## src/rtl/nios_system_sysid_pkg.sv

```systemverilog
// Shared address map, CONTROL bit positions and byte-lane helper for the
// extended system-ID slave.
package nios_system_sysid_pkg;

  typedef enum logic [2:0] {
    ADDR_ID        = 3'd0,
    ADDR_TIMESTAMP = 3'd1,
    ADDR_FREQ      = 3'd2,
    ADDR_CYCLE_LO  = 3'd3,
    ADDR_CYCLE_HI  = 3'd4,
    ADDR_UPTIME    = 3'd5,
    ADDR_SCRATCH   = 3'd6,
    ADDR_CONTROL   = 3'd7
  } addr_e;

  localparam int CTRL_CLEAR_BIT  = 0;
  localparam int CTRL_FREEZE_BIT = 1;
  localparam int CTRL_WRAP_BIT   = 8;

  // Replace only the byte lanes whose enable is set.
  function automatic logic [31:0] byte_merge(input logic [31:0] old_value,
                                             input logic [31:0] new_value,
                                             input logic [3:0]  lanes);
    logic [31:0] merged;
    merged = old_value;
    for (int i = 0; i < 4; i++) begin
      if (lanes[i]) merged[8*i +: 8] = new_value[8*i +: 8];
    end
    return merged;
  endfunction

endpackage

```

## src/rtl/nios_system_sysid_ext_if.sv

```systemverilog
// Avalon-MM slave bus bundle: the master drives the access, the slave
// returns registered read data. No waitrequest.
interface nios_system_sysid_ext_if;
  logic [2:0]  address;
  logic        read;
  logic        write;
  logic [31:0] writedata;
  logic [3:0]  byteenable;
  logic [31:0] readdata;

  modport master (output address, read, write, writedata, byteenable,
                  input  readdata);
  modport slave  (input  address, read, write, writedata, byteenable,
                  output readdata);
endinterface

```

## src/rtl/nios_system_sysid_uptime.sv

```systemverilog
// Uptime seconds counter driven by a prescaler that divides the system clock
// down to one tick per second.
module nios_system_sysid_uptime #(
  parameter int CLK_FREQ_HZ = 50000000
) (
  input  logic        clock,
  input  logic        reset,
  input  logic        clear,
  input  logic        freeze,
  output logic [31:0] seconds
);

  localparam int            PRESC_W   = $clog2(CLK_FREQ_HZ);
  localparam logic [PRESC_W-1:0] PRESC_TERM = PRESC_W'(CLK_FREQ_HZ - 1);

  logic [PRESC_W-1:0] prescaler;

  // NOTE: sequential state is assigned with <= so every register samples the
  // pre-edge values regardless of statement order.
  always_ff @(posedge clock) begin
    if (reset || clear) begin
      prescaler <= '0;
      seconds   <= '0;
    end else if (!freeze) begin
      if (prescaler == PRESC_TERM) begin
        prescaler <= '0;
        seconds   <= seconds + 32'd1;
      end else begin
        prescaler <= prescaler + PRESC_W'(1);
      end
    end
  end

endmodule

```

## src/rtl/nios_system_sysid_ext.sv

```systemverilog
// Extended system-ID slave: constant ID words plus a free-running cycle
// counter with coherent 64-bit snapshot, uptime seconds, scratch and control.
module nios_system_sysid_ext
  import nios_system_sysid_pkg::*;
#(
  parameter logic [31:0] SYSTEM_ID   = 32'h0000_0000,
  parameter logic [31:0] TIMESTAMP   = 32'd1579698382,
  parameter int          CLK_FREQ_HZ = 50000000,
  parameter int          CNT_W       = 64
) (
  input  logic                    clock,
  input  logic                    reset,
  nios_system_sysid_ext_if.slave  bus
);

  localparam int HI_W = CNT_W - 32;

  logic [CNT_W-1:0] cycle_cnt;
  logic [CNT_W-1:0] cycle_nxt;
  logic [HI_W-1:0]  snapshot;
  logic [31:0]      scratch;
  logic             freeze;
  logic             wrap;
  logic             wrap_event;
  logic [31:0]      uptime_sec;
  logic [31:0]      rd_value;
  logic [31:0]      lo_merged;
  logic [31:0]      hi_merged;

  logic wr_lo, wr_hi, wr_scratch, wr_ctrl, rd_lo, clear, wrap_clear;

  assign wr_lo      = bus.write && (bus.address == ADDR_CYCLE_LO);
  assign wr_hi      = bus.write && (bus.address == ADDR_CYCLE_HI);
  assign wr_scratch = bus.write && (bus.address == ADDR_SCRATCH);
  assign wr_ctrl    = bus.write && (bus.address == ADDR_CONTROL);
  assign rd_lo      = bus.read  && (bus.address == ADDR_CYCLE_LO);
  assign clear      = wr_ctrl && bus.byteenable[0] && bus.writedata[CTRL_CLEAR_BIT];
  assign wrap_clear = wr_ctrl && bus.byteenable[1] && bus.writedata[CTRL_WRAP_BIT];

  assign lo_merged = byte_merge(cycle_cnt[31:0], bus.writedata, bus.byteenable);
  assign hi_merged = byte_merge(32'(cycle_cnt[CNT_W-1:32]), bus.writedata, bus.byteenable);

  // A half-load leaves the other half untouched and suppresses the increment.
  // NOTE: every output of this block gets a default first so no latch is inferred.
  always_comb begin
    cycle_nxt  = cycle_cnt;
    wrap_event = 1'b0;
    if (clear) begin
      cycle_nxt = '0;
    end else if (wr_lo) begin
      cycle_nxt[31:0] = lo_merged;
    end else if (wr_hi) begin
      cycle_nxt[CNT_W-1:32] = hi_merged[HI_W-1:0];
    end else if (!freeze) begin
      cycle_nxt  = cycle_cnt + CNT_W'(1);
      wrap_event = &cycle_cnt;
    end
  end

  always_comb begin
    rd_value = '0;
    case (bus.address)
      ADDR_ID:        rd_value = SYSTEM_ID;
      ADDR_TIMESTAMP: rd_value = TIMESTAMP;
      ADDR_FREQ:      rd_value = 32'(CLK_FREQ_HZ);
      ADDR_CYCLE_LO:  rd_value = cycle_cnt[31:0];
      ADDR_CYCLE_HI:  rd_value = 32'(snapshot);
      ADDR_UPTIME:    rd_value = uptime_sec;
      ADDR_SCRATCH:   rd_value = scratch;
      ADDR_CONTROL: begin
        rd_value[CTRL_FREEZE_BIT] = freeze;
        rd_value[CTRL_WRAP_BIT]   = wrap;
      end
      default:        rd_value = '0;
    endcase
  end

  always_ff @(posedge clock) begin
    if (reset) begin
      bus.readdata <= '0;
      cycle_cnt    <= '0;
      snapshot     <= '0;
      scratch      <= '0;
      freeze       <= 1'b0;
      wrap         <= 1'b0;
    end else begin
      cycle_cnt <= cycle_nxt;
      if (bus.read) bus.readdata <= rd_value;
      // Latching the upper half with the low read makes the pair coherent.
      if (rd_lo) snapshot <= cycle_cnt[CNT_W-1:32];
      if (wr_scratch) scratch <= byte_merge(scratch, bus.writedata, bus.byteenable);
      if (wr_ctrl && bus.byteenable[0]) freeze <= bus.writedata[CTRL_FREEZE_BIT];
      if (wrap_event) wrap <= 1'b1;
      else if (wrap_clear) wrap <= 1'b0;
    end
  end

  nios_system_sysid_uptime #(
    .CLK_FREQ_HZ (CLK_FREQ_HZ)
  ) u_uptime (
    .clock   (clock),
    .reset   (reset),
    .clear   (clear),
    .freeze  (freeze),
    .seconds (uptime_sec)
  );

endmodule
```

## src/flat_wrapper.sv

```systemverilog
// flat-port wrapper written by rule: the top's interface ports become plain ports
module nios_system_sysid_ext_flat import nios_system_sysid_pkg::*;
#(
  parameter logic [31:0] SYSTEM_ID   = 32'h0000_0000,
  parameter logic [31:0] TIMESTAMP   = 32'd1579698382,
  parameter int          CLK_FREQ_HZ = 50000000,
  parameter int          CNT_W       = 64
)
  (clock, reset, bus_address, bus_read, bus_write, bus_writedata, bus_byteenable, bus_readdata);
  nios_system_sysid_ext_if bus_i ();
  input  logic clock;
  input  logic reset;
  input wire logic [$bits(bus_i.address)-1:0] bus_address;
  input wire logic [$bits(bus_i.read)-1:0] bus_read;
  input wire logic [$bits(bus_i.write)-1:0] bus_write;
  input wire logic [$bits(bus_i.writedata)-1:0] bus_writedata;
  input wire logic [$bits(bus_i.byteenable)-1:0] bus_byteenable;
  output wire logic [$bits(bus_i.readdata)-1:0] bus_readdata;
  assign bus_i.address = bus_address;
  assign bus_i.read = bus_read;
  assign bus_i.write = bus_write;
  assign bus_i.writedata = bus_writedata;
  assign bus_i.byteenable = bus_byteenable;
  assign bus_readdata = bus_i.readdata;
  nios_system_sysid_ext #(.SYSTEM_ID(SYSTEM_ID), .TIMESTAMP(TIMESTAMP), .CLK_FREQ_HZ(CLK_FREQ_HZ), .CNT_W(CNT_W)) u_core (.clock(clock), .reset(reset), .bus(bus_i));
endmodule
```

## config.mk

```make
export PLATFORM = sky130hd
export DESIGN_NAME = nios_system_sysid_ext_flat
export DESIGN_NICKNAME = d
export VERILOG_FILES = /design/src/rtl/nios_system_sysid_pkg.sv /design/src/rtl/nios_system_sysid_ext_if.sv /design/src/rtl/nios_system_sysid_uptime.sv /design/src/rtl/nios_system_sysid_ext.sv /design/src/flat_wrapper.sv
export SDC_FILE = /design/constraint.sdc
export NUM_CORES = 1
export LEC_CHECK = 0
export CAP_MARGIN = 40
export CORE_UTILIZATION = 50
export CTS_CLUSTER_SIZE = 28
export DETAILED_ROUTE_END_ITERATION = 10
export MAX_ROUTING_LAYER = met4
export PLACE_DENSITY_LB_ADDON = 0.08
export SYNTH_ARGS = -nofsm -noshare
export SYNTH_HDL_FRONTEND = slang
export SYNTH_SLANG_ARGS = --single-unit
```

## constraint.sdc

```tcl
create_clock -name clock -period 2.99 [get_ports clock]
set_input_delay 0.897 -clock clock [delete_from_list [all_inputs] [get_ports clock]]
set_output_delay 0.897 -clock clock [all_outputs]
set_load 0.03 [all_outputs]
```

==> impl_metrics.toml <==
[status]
outcome = "finished, violations left"
violations = "DRC"

[die]
die_w_um = 153
core_um2 = 22100
start_util = 0.515
boundaryPins = 75
rows = 54
die_h_um = 153
dieArea_um2 = 23400

[clock_network]
clkTransAtPathRegs_ps = 60
cts-hold-fix-buffers = 0
clkLatencyLatePin_ps = 540
htree_levels = 1
cts_buffers = 26
cts_sinks = 220
cts_setup_buffers = 0
cts.path.max_buffers = 3
cts_tree = "yes"
cts-resized-gates = 0
cts_root_buffer = "clkbuf_16"

[synthesis]
syn_area_um2 = 11400
synthTopCellsByCount = "dfxtp_1, nand2_1, nor2_1"
synth_cell_types = 70
syn_avg_cell_area_um2 = 7.65
yosysMostFrequentCell = "dfxtp_1"
ys_seq_area_frac = 0.387
synth_edf_count = 0
synth_nets = 1532
async_reset_ff_frac = 0
synthCells = 1486
synth_top_area_frac = 0.387
synth-seq-cells = 220
synthFlopType = "dfxtp_1"
synth_area_leaders = "dfxtp_1, nand2_1, a21oi_1, nor2_1, nand3_1"
synth_top_area_cell = "dfxtp_1"
yosysWarnings = 0

[sta]
hold_ws_ps = 453
drv_slew = 0
rsz0062_at_grt = "false"
fin_crit_sh = 0.876
finalClockSkew_ps = 16.6
finalSetupViolations = 0
finalHoldViolCount = 0
fmax_mhz = 382
tightest_slew_ps = 766
period_needed_ps = 2620
final.setup.tns_ps = 0
relSlewSlack = 0.488

[drt]
met3_length_mm = 3.25
post_drt_wl_per_cell_um = 20.3
avgViaCountPerCell = 6.24
drtIter0Drc = 1304
drt_wl_total_mm = 37.9
ant_nets = 0
num_vias = 11600
drc = 6
dr.max_layer_used = "met4"
drtPass1Iterations = 11
wl_met1_mm = 17.1
met2_length_mm = 16.2

[global_routing]
track_usage = 0.327
grt_pass1_vias = 10500
antenna_found_initial = 0
grt_max_degree = 97
grt_pass1_wl_mm = 59.2
overflow = 0

[place]
dp_hpwl_mm = 27.8
gp_congestion = 0.979
io_buffers = 74

[layout]
post-route-util = 0.618
finalNetCount = 1613
fillers = 1962
antenna_cells = 0
syn2layout_area_growth_pct = 20.0
drive_gt1_frac = 0.0973

[worst_setup_path]
end_kind = "flop"
critPathKind = "reg2reg"
required_ps = 3410
critPathArrivalTime_ps = 3040
start_kind = "flop"
critPathMaxFanout = 7

[hold_path]
holdCritPathClass = "reg2reg"

[job]
maxCapViolations = 0

[power]
power_density_nw_per_um2 = 499
peakVddDrop_uv = 360
p_leak_nw = 4.73
[where the power goes]
group	total (W)	internal [W]	switching, W
registers	0.00304	0.00298	0.0000570
logic	0.000608	0.000235	0.000373
clock network	0.00317	0.00191	0.00126
total	0.00681	0.00513	0.00169
[per-layer routing]
| metal | up-vias | GRT usage |
|---|---|---|
| li1 | 5519 | - |
| met1 | 5477 | 0.460 |
| met2 | 528 | 0.491 |
| met3 | 91 | 0.0400 |
| met4 | 0 | 0.0952 |
| met5 | - | - |
[worst paths after layout]
kind / start / endpoint / slack [ps] / cells past startpoint
worst max-delay path: u_core.cycle_cnt[37] / u_core.cycle_cnt[63] / 370 / 7
worst min-delay path: u_core.scratch[15] / u_core.scratch[15] / 450 / 2
worst max register to register: u_core.cycle_cnt[37] / u_core.cycle_cnt[63] / 370 / 7
worst min register to register: u_core.scratch[15] / u_core.scratch[15] / 450 / 2
[cells by family after synthesis]
kind of cell    share of synthesized area
compound gates                      0.214
xor+xnor                           0.0393
fa+ha+maj                         0.00330
buf+inv                            0.0426
flops                               0.387
mux                                0.0395
simple gates                        0.274
[registers in the layout (all words and copies together) (netlist names)]
register,flops
u_core.u_uptime.prescaler,26
u_core.freeze,1
u_core.bus.readdata,32
u_core.scratch,32
u_core.wrap,1
u_core.u_uptime.seconds,32
u_core.snapshot,32
u_core.cycle_cnt,64
[through the flow]
| step | cells | setup slack, ps | cell area, um2 | power [W] |
|---|---|---|---|---|
| final | 1862 | 372 | 13600 | 0.00681 |
| after global routing | 1862 | 211 | 13600 | 0.00698 |
| after CTS | 1862 | 442 | 13600 | 0.00682 |
| after detailed placement | 1819 | 12.4 | 12800 | 0.00369 |
| after global placement | 1819 | 42.5 | 12800 | 0.00369 |
| after floorplan | 1486 | 432 | 11400 | 0.00340 |
[cell type report]
type | count | area [um2] | share of cell area
Sequential cell | 220 | 4400 | 0.323
Timing Repair Buffer | 159 | 1480 | 0.108
Clock inverter | 6 | 61.3 | 0.00449
Multi-Input combinational cell | 1145 | 6500 | 0.476
Clock buffer | 37 | 793 | 0.0581
Tap cell | 280 | 350 | 0.0257
Inverter | 15 | 56.3 | 0.00413
[cells in the final DEF (no fill, tap or decap), types with 17 or more instances in the layout]
master | netlist | final
clkbuf_16 | 0 | 27
xnor2_1 | 19 | 19
nor2_1 | 170 | 169
a211oi_1 | 17 | 17
and3_1 | 25 | 25
o21ai_0 | 89 | 89
nor4_1 | 19 | 19
nand3_1 | 93 | 93
nand4_1 | 40 | 40
o22ai_1 | 27 | 27
nor3_1 | 32 | 31
clkdlybuf4s50_1 | 0 | 71
dfxtp_1 | 220 | 220
mux2i_1 | 40 | 40
buf_4 | 0 | 77
a21oi_1 | 145 | 145
nand2_1 | 197 | 197
xor2_1 | 32 | 32
a22oi_1 | 43 | 43
[worst max-delay path, stage by stage (launching register included)]
cell	delay, ps
dfxtp_1	440
nand4_1	310
nor3_1	570
buf_4	230
nand4_1	240
o31a_1	350
o21ai_0	240
a21oi_1	110
No activity file was read; power rests on OpenSTA's default activity.
==> variant: new RTL, same flow settings <==
Reset style: asynchronous (`reset`), changed in one clocked block.
--- a/src/rtl/nios_system_sysid_ext.sv
+++ b/src/rtl/nios_system_sysid_ext.sv
@@ -75,7 +75,7 @@
     endcase
   end
 
-  always_ff @(posedge clock) begin
+  always_ff @(posedge clock or posedge reset) begin
     if (reset) begin
       bus.readdata <= '0;
       cycle_cnt    <= '0;
Function: differs if reset is asserted again (counterexample within 4 cycles, from zero or initial values and one cycle with reset high); with reset held inactive, the same outputs for 4 cycles.
==> variant against the unedited design <==
Synthesized area increased by 4.1%; setup slack got worse by 0.044 ns; count of clock-buffer cells in the layout increased by 1; sequential cell count unchanged; critical path depth decreased by 1; worst hold slack improved by 0.038 ns; design area increased by 3.2%; highest routed layer unchanged; die area increased by 4.1%; routed wire length decreased by 3.5%.
Power is not compared: it rests on default switching activity, and its combinational part moved more than twofold at a synthesized area within 25%.
==> variant: results <==
INSERT INTO impl_metrics (metric_group, metric, value, unit) VALUES
('final_layout', 'multi_input_gates', '944', ''),
('final_layout', 'layout-drive-gt1-share', '16.0', '%'),
('critical_path', 'capturing_instance_or_port_of_the_critical_path', 'u_core.cycle_cnt[60]', ''),
('global_routing', 'globalRouteMet3Util', '3.78', '%'),
('final_layout', 'clockBufferCount', '38', ''),
('final_layout', 'fraction_of_area_in_registers', '37.0', '%'),
('critical_path', 'r2r-start', 'u_core.cycle_cnt[27]', ''),
('route', 'dr.pass1.iters', '5', ''),
('critical_path', 'worstPathArrival', '3.09', 'ns'),
('synth', 'synthArstFlopShare', '73.6', '%'),
('placed_design', 'place_inst', '1688', ''),
('final_layout', 'multi_input_area', '6070', 'um2'),
('global_routing', 'met1_usage', '47.2', '%'),
('route', 'via_count', '10700', ''),
('run_status', 'outcome', 'completed', ''),
('synth', 'postSynthAreaPerCell', '9.07', 'um2'),
('synth', 'yosys.area_share.adder', '0.317', '%'),
('route', 'm1_wl', '17.0', 'mm'),
('final_layout', 'signal_buffer_area_fraction', '9.86', '%'),
('placed_design', 'detailed_place.area', '13300', 'um2');
[variant: worst min-delay path by stage]
stage                             start             endpoint  slack, ns
finish              u_core.snapshot[30]  u_core.snapshot[30]       0.49
global route         u_core.scratch[25]   u_core.scratch[25]       0.51
CTS                 u_core.snapshot[30]  u_core.snapshot[30]       0.49
detailed placement   u_core.scratch[25]   u_core.scratch[25]       0.48
global placement    u_core.snapshot[30]  u_core.snapshot[30]       0.46
floorplan                   u_core.wrap          u_core.wrap       0.44
[variant: critical path, cell delays in order, from the launching register on]
cell and delay [ns]:
sky130_fd_sc_hd__dfrtp_1 0.55, sky130_fd_sc_hd__nand4_1 0.31, sky130_fd_sc_hd__nor4_1 0.59, sky130_fd_sc_hd__nand4_1 0.35
sky130_fd_sc_hd__o311ai_1 0.37, sky130_fd_sc_hd__o41ai_1 0.13, sky130_fd_sc_hd__a221o_1 0.26
